--- src/rtl/mips_cpu_mem_arbiter.sv ---
// Avalon-MM master arbiter between the data cache line fill and the write buffer drain.
// Reads win, unless the missed line may still have pending data in the buffer.
module mips_cpu_mem_arbiter #(
   parameter int unsigned LINE_BITS  = 2,
   parameter int unsigned LINE_WORDS = 2 ** LINE_BITS
) (
   input  logic                 clk,
   input  logic                 rst,

   // cache read-miss port
   input  logic                 rd_req,
   input  logic [31:0]          rd_addr,
   output logic                 rd_valid,
   output logic [LINE_BITS-1:0] rd_word,
   output logic [31:0]          rd_data,
   output logic                 rd_done,

   // write buffer head
   input  logic                 wb_write,
   input  logic [31:0]          wb_addr,
   input  logic [31:0]          wb_data,
   input  logic [3:0]           wb_byteenable,
   input  logic                 wb_empty,
   input  logic                 wb_hit,
   output logic                 wb_active,
   output logic                 wb_waitrequest,

   // Avalon-MM master
   output logic [31:0]          avm_address,
   output logic                 avm_read,
   output logic                 avm_write,
   output logic [31:0]          avm_writedata,
   output logic [3:0]           avm_byteenable,
   input  logic [31:0]          avm_readdata,
   input  logic                 avm_waitrequest
);

   typedef enum logic [1:0] {
      StIdle,
      StWrite,
      StRead,
      StDrain
   } state_e;

   localparam logic [LINE_BITS-1:0] LastWord = LINE_BITS'(LINE_WORDS - 1);

   state_e               state_q, state_d;
   logic [LINE_BITS-1:0] cnt_q, cnt_d;

   logic wr_stall;
   logic rd_beat;
   logic rd_last;

   // Low address bits select the word within the line and come from cnt instead.
   logic unused_rd_addr;
   assign unused_rd_addr = ^rd_addr[LINE_BITS+1:0];

   assign wr_stall = wb_write && avm_waitrequest;
   assign rd_beat  = !avm_waitrequest;
   assign rd_last  = (cnt_q == LastWord);

   always_ff @(posedge clk or negedge rst) begin
      if (!rst) begin
         state_q <= StIdle;
         cnt_q   <= '0;
      end else begin
         state_q <= state_d;
         cnt_q   <= cnt_d;
      end
   end

   always_comb begin
      state_d        = state_q;
      cnt_d          = cnt_q;
      rd_valid       = 1'b0;
      rd_word        = '0;
      rd_data        = '0;
      rd_done        = 1'b0;
      wb_active      = 1'b0;
      wb_waitrequest = 1'b1;
      avm_address    = '0;
      avm_read       = 1'b0;
      avm_write      = 1'b0;
      avm_writedata  = '0;
      avm_byteenable = '0;

      unique case (state_q)
         StIdle: begin
            if (rd_req) begin
               if (wb_hit) begin
                  state_d = StDrain;
               end else begin
                  state_d = StRead;
                  cnt_d   = '0;
               end
            end else if (!wb_empty) begin
               state_d = StWrite;
            end
         end

         StWrite, StDrain: begin
            wb_active      = 1'b1;
            wb_waitrequest = avm_waitrequest;
            avm_write      = wb_write;
            avm_address    = wb_addr;
            avm_writedata  = wb_data;
            avm_byteenable = wb_byteenable;
            // A stalled write owns the bus until it completes.
            if (!wr_stall) begin
               if (state_q == StDrain) begin
                  if (wb_empty) begin
                     state_d = StRead;
                     cnt_d   = '0;
                  end
               end else if (rd_req) begin
                  if (wb_hit) begin
                     state_d = StDrain;
                  end else begin
                     state_d = StRead;
                     cnt_d   = '0;
                  end
               end else if (wb_empty) begin
                  state_d = StIdle;
               end
            end
         end

         StRead: begin
            avm_read       = 1'b1;
            avm_byteenable = 4'hF;
            avm_address    = {rd_addr[31:LINE_BITS+2], cnt_q, 2'b00};
            if (rd_beat) begin
               rd_valid = 1'b1;
               rd_word  = cnt_q;
               rd_data  = avm_readdata;
               cnt_d    = cnt_q + 1'b1;
               if (rd_last) begin
                  rd_done = 1'b1;
                  cnt_d   = '0;
                  state_d = wb_empty ? StIdle : StWrite;
               end
            end
         end

         default: begin
            state_d = StIdle;
            cnt_d   = '0;
         end
      endcase
   end

endmodule

--- config.mk ---
export PLATFORM = sky130hd
export DESIGN_NAME = mips_cpu_mem_arbiter
export DESIGN_NICKNAME = d
export VERILOG_FILES = /design/src/rtl/mips_cpu_mem_arbiter.sv
export SDC_FILE = /design/constraint.sdc
export NUM_CORES = 1
export LEC_CHECK = 0
export ABC_AREA = 1
export ABC_CLOCK_PERIOD_IN_PS = 1300
export CAP_MARGIN = 10
export CORE_AREA = 2 2 97 99
export DETAILED_ROUTE_END_ITERATION = 10
export DIE_AREA = 0 0 99 101
export MAX_ROUTING_LAYER = met4
export PLACE_DENSITY_LB_ADDON = 0.08
export SLEW_MARGIN = 20
export SYNTH_ARGS = -nofsm -noshare
export SYNTH_HDL_FRONTEND = slang
export SYNTH_SLANG_ARGS = --single-unit
export TNS_END_PERCENT = 20
--- constraint.sdc ---
create_clock -name clk -period 1.3 [get_ports clk]
set_input_delay 0.195 -clock clk [delete_from_list [all_inputs] [get_ports clk]]
set_output_delay 0.195 -clock clk [all_outputs]
set_load 0.1 [all_outputs]
Word level (Yosys, flattened, before mapping). Cells that the tools add are included.

Flip-flop bits (word level): 4. Output and inout bits: 108. Word-level logic and storage cells: 53.

Add/sub/neg operators: 1. Equality and inequality tests: 10. Muxes and demuxes: 35. Reductions and logical operators: 5.

Operator list (number): two-way mux 32 bit (3); one-hot mux 32 bit (2 select lines) (1); two-way mux 2 bit (17); one-hot mux 2 bit (3 select lines) (2); two-way mux 1 bit (11); inequality test 3 bit, second input constant (3); one-hot mux 4 bit (2 select lines) (1); == test 2 bit, second input constant (3); inequality test 2 bit, second input constant (3); AND reduction 6 bit (1); AND reduction 3 bit (1); adder 2 x 1 -> 2 bit, second input constant (1); == test 2 x 1 -> 1 bit, second input constant (1); zero test 2 bit (1); OR reduction 2 bit (1); logical AND 1 bit (1).

Longest topological paths before layout.
Depth in word-level cells: 5. Depth in mapped cells: 8. Gate-level depth less buffers: 8.

Worst setup path before layout. Ideal clock, no wire load.

Path type: reg-to-output. From: reg state_q[0]. To: out rd_done. Arrival: 3.424 ns. Data required time: 1.105 ns. Slack: -2.319 ns. Stages on the path, launching flop included: 6. Buffers on the path: 0. Cells stage by stage: dfrtp_1 inv_2 nand2_2 nor2_1 inv_1 nor2_1.

Longest elaborated chain between the ends: 2.

RTL lines: start: declaration (RTL line 47) `state_e state_q, state_d;`; start signal: assignment (RTL line 64) `state_q <= StIdle;`; start signal: assignment (RTL line 67) `state_q <= state_d;`; == test 2 bit (RTL line 87) `unique case (state_q)`; two-way mux 1 bit (RTL line 87); end: declaration (RTL line 16) `output logic rd_done,`.

Every way passes these cells.

Final worst setup path.
From: reg state_q[0]. To: out rd_data[13].

Longest elaborated chain between the ends: 2.

RTL lines: == test 2 bit (RTL line 87); two-way mux 32 bit (RTL line 87); end: declaration (RTL line 15) `output logic [31:0] rd_data,`.

Every way passes these cells.

==> results.yml <==
critical_path:
  cp.arrival_ns: 1.42
  r2r-end: "state_q[0]"
  setup.worst_path.start: "state_q[0]"
  rrSetupSlack_ns: -0.01
  critPathCaptureType: "primary output"
  critPathRequiredTime_ns: 1.11
  endpoint: "rd_data[13]"
  critical_path_class: "flop to primary output"
  r2r_cells: 9
  critPathLaunchType: "flop"
  cp_max_fo: 22
  r2r-start: "state_q[0]"
logic_synthesis:
  yosysTopAreaCellShare: 0.2811
  synthTopCellsByArea: "nand2_1 28%, a22o_1 20%, inv_1 13%, nor2_1 12%, dfrtp_1 8.1%"
  yosys.area_share.simple: 0.4521
  ys_types: 16
  yosysMostFrequentCell: "nand2_1"
  synth.top_cells.by_count: "92 x nand2_1, 43 x inv_1, 39 x nor2_1"
  synth_flop_cell: "dfrtp_1"
  synth.cell_area_sq_um: 1229
  synth_compound_area_frac: 0.2322
  syn_nets: 389
  synth_top_area_cell: "nand2_1"
  yosysSeqAreaShare: 0.08147
  synth_adder_area_share: 0.01018
  syn_avg_cell_area_sq_um: 4.934
  synth_edf_count: 0
  muxShareOfSynthArea: 0
  synth_xor_area_frac: 0
  ys_ff_latch: 4
  yosys_warnings: 0
  synthCells: 249
  synth_top_family_by_area: "simple AND/OR/NAND/NOR gates"
  async_reset_ff_frac: 1.000
flow_run:
  cap_violations: 0
die:
  io_pins: 247
  dieHeight_microns: 101
  initial_core_util: 0.1369
  dieArea_sq_um: 9999
  die_x_microns: 99
  num_rows: 35
  fp.coreArea_sq_um: 8977
drt:
  finalWirelength_mm: 9.083
  drt-initial-drc-count: 27
  via_count: 2512
  viasPerCell: 4.152
  first_pass_iters: 4
  drc_errors: 0
  wl_per_cell_microns: 15.01
  detail-route-antenna-nets: 0
outcome:
  failed_checks: "setup timing"
  status: "finished with violations"
clocking:
  root_buffer: "clkbuf_8"
  cts.sinks: 4
  cts_tree: "done"
  cts-buffers-inserted: 3
  ctsHtreeMaxLevel: 1
  path_clk_slew_ns: 0.04
  clock_latency_ns: 0.23
  cts_hold_buf: 0
  cts_max_path_buffers: 2
timing:
  slew_headroom: 0.7922
  post-route-period-util: 1.244
  finalWorstSetupSlack_ns: -0.3175
  finalSetupViolCount: 110
  worst_pin_slew_ns: 0.3117
  period_minus_slack_ns: 1.617
  finalHoldViolations: 0
  drv_slew: 0
  rsz0062_at_grt: "true"
  max_freq_mhz: 618.3
  finClkSkew_ns: 0.006260
  timing.setup.tns_ns: -26.63
layout:
  syn2layout_area_growth_pct: 343.3
  drive_gt1_frac: 0.4069
  stdcell_count: 605
  final_util: 0.6067
  layout.nets: 635
  n_antenna_cell: 0
  num-fill-cells: 752
placement:
  globalplace.congestion: 0.7973
  dp_hpwl_mm: 8.103
  port_buffers: 242
  placed_cells: 599
  dp_slack_ns: -0.2739
pwr:
  power.total_mw: 15.42
  peakVddDrop_v: 0.001145
  p_leak_nw: 2.454
  power_density_nw_per_um2: 2831
global_routing:
  antenna_found_initial: 0
  grt_start_max_net_pins: 34
  track_usage: 0.1760
  grt_pass1_vias: 2503
  grt-ovfl-total: 0
  grt_pass1_wl_mm: 13.50
hold_path:
  min_path_type: "input port to async pin"
==> worst max-delay path, cell delays in order, from the launching register on <==
cell and delay, ns:
dfrtp_2 0.43, inv_4 0.09, nand2_8 0.08, buf_8 0.21, nor2_2 0.19, buf_12 0.19
==> per-layer routing <==
metal / track usage / wire (microns) / up-vias
met5: - / 0 / -
met1: 0.1960 / 3483 / 1111
met3: 0.04577 / 784 / 6
met2: 0.3243 / 4756 / 138
met4: 0.02213 / 59 / 0
li1: - / - / 1257
==> area by class of cell <==
class / count / area [sq um] / area share
Clock buffer: 4 / 45.04 / 0.008270
Inverter: 45 / 186.4 / 0.03423
Multi-Input combinational cell: 180 / 1235 / 0.2267
Sequential cell: 4 / 102.6 / 0.01884
Tap cell: 111 / 138.9 / 0.02550
Timing Repair Buffer: 261 / 3739 / 0.6864
==> what timing repair did <==
action | CTS | global route
setup endpoints to repair | 110 | 110
buffers inserted | 0 | 1
pin swaps | 5 | 10
resized for setup | 14 | 24
cloned | 0 | 1
==> kinds of logic after synthesis <==
| logic type | Yosys count |
|---|---|
| AOI/OAI and AO/OA | 36 |
| adders and majority gates | 1 |
| buffers and inverters | 65 |
| DFF | 4 |
| and+or+nand+nor | 143 |
==> placed cells by master (no fill, tap or decap) <==
| master | netlist | layout |
|---|---|---|
| o21ai_0 | 6 | 3 |
| o21ai_1 | 0 | 1 |
| nand2_1 | 92 | 87 |
| dfrtp_1 | 4 | 2 |
| a22o_4 | 0 | 9 |
| nor2_4 | 0 | 28 |
| clkbuf_1 | 4 | 1 |
| a22o_1 | 28 | 10 |
| nand2_2 | 1 | 5 |
| nand3_1 | 9 | 7 |
| nor2_1 | 39 | 2 |
| inv_1 | 43 | 41 |
| nand4_1 | 2 | 2 |
| buf_4 | 0 | 10 |
| nor2_2 | 0 | 9 |
| nand3_2 | 0 | 2 |
| o21ai_4 | 0 | 2 |
| buf_12 | 0 | 112 |
| buf_8 | 0 | 3 |
| nand2_8 | 0 | 1 |
| ha_1 | 1 | 1 |
| a21oi_1 | 2 | 2 |
| dlygate4sd2_1 | 0 | 1 |
| clkinv_8 | 0 | 1 |
| buf_6 | 2 | 1 |
| inv_2 | 2 | 1 |
| dfrtp_2 | 0 | 2 |
| clkbuf_8 | 0 | 3 |
| inv_4 | 0 | 2 |
| clkbuf_16 | 0 | 1 |
| clkdlybuf4s50_1 | 0 | 133 |
| a22o_2 | 0 | 9 |
==> registers in the layout, indices dropped and copies added (netlist names) <==
| signal | cells |
|---|---|
| state_q | 2 |
| cnt_q | 2 |
==> how the worst min path moves through the flow <==
stage / depth (start not counted) / start / endpoint
after detailed placement: 1 / rst / state_q[1]
after floorplan: 0 / rst / cnt_q[0]
after global placement: 1 / rst / state_q[1]
after global routing: 1 / rst / state_q[0]
after CTS: 1 / rst / state_q[1]
final: 1 / rst / state_q[1]
==> per-stage QoR <==
step,area [sq um],hold WS [ns]
finish,5446,0.1784
global route,5446,0.1887
CTS,5283,0.1826
detailed placement,5185,0.4186
global placement,5185,0.4146
floorplan,1483,-0.1006
==> report_power, final <==
group / total [mW] / switching, mW / internal [mW]
sequential: 0.266 / 0.0748 / 0.192
combinational: 14.9 / 9.63 / 5.23
clock: 0.289 / 0.0780 / 0.211
total: 15.4 / 9.79 / 5.63
No activity file was read; power rests on OpenSTA's default activity.
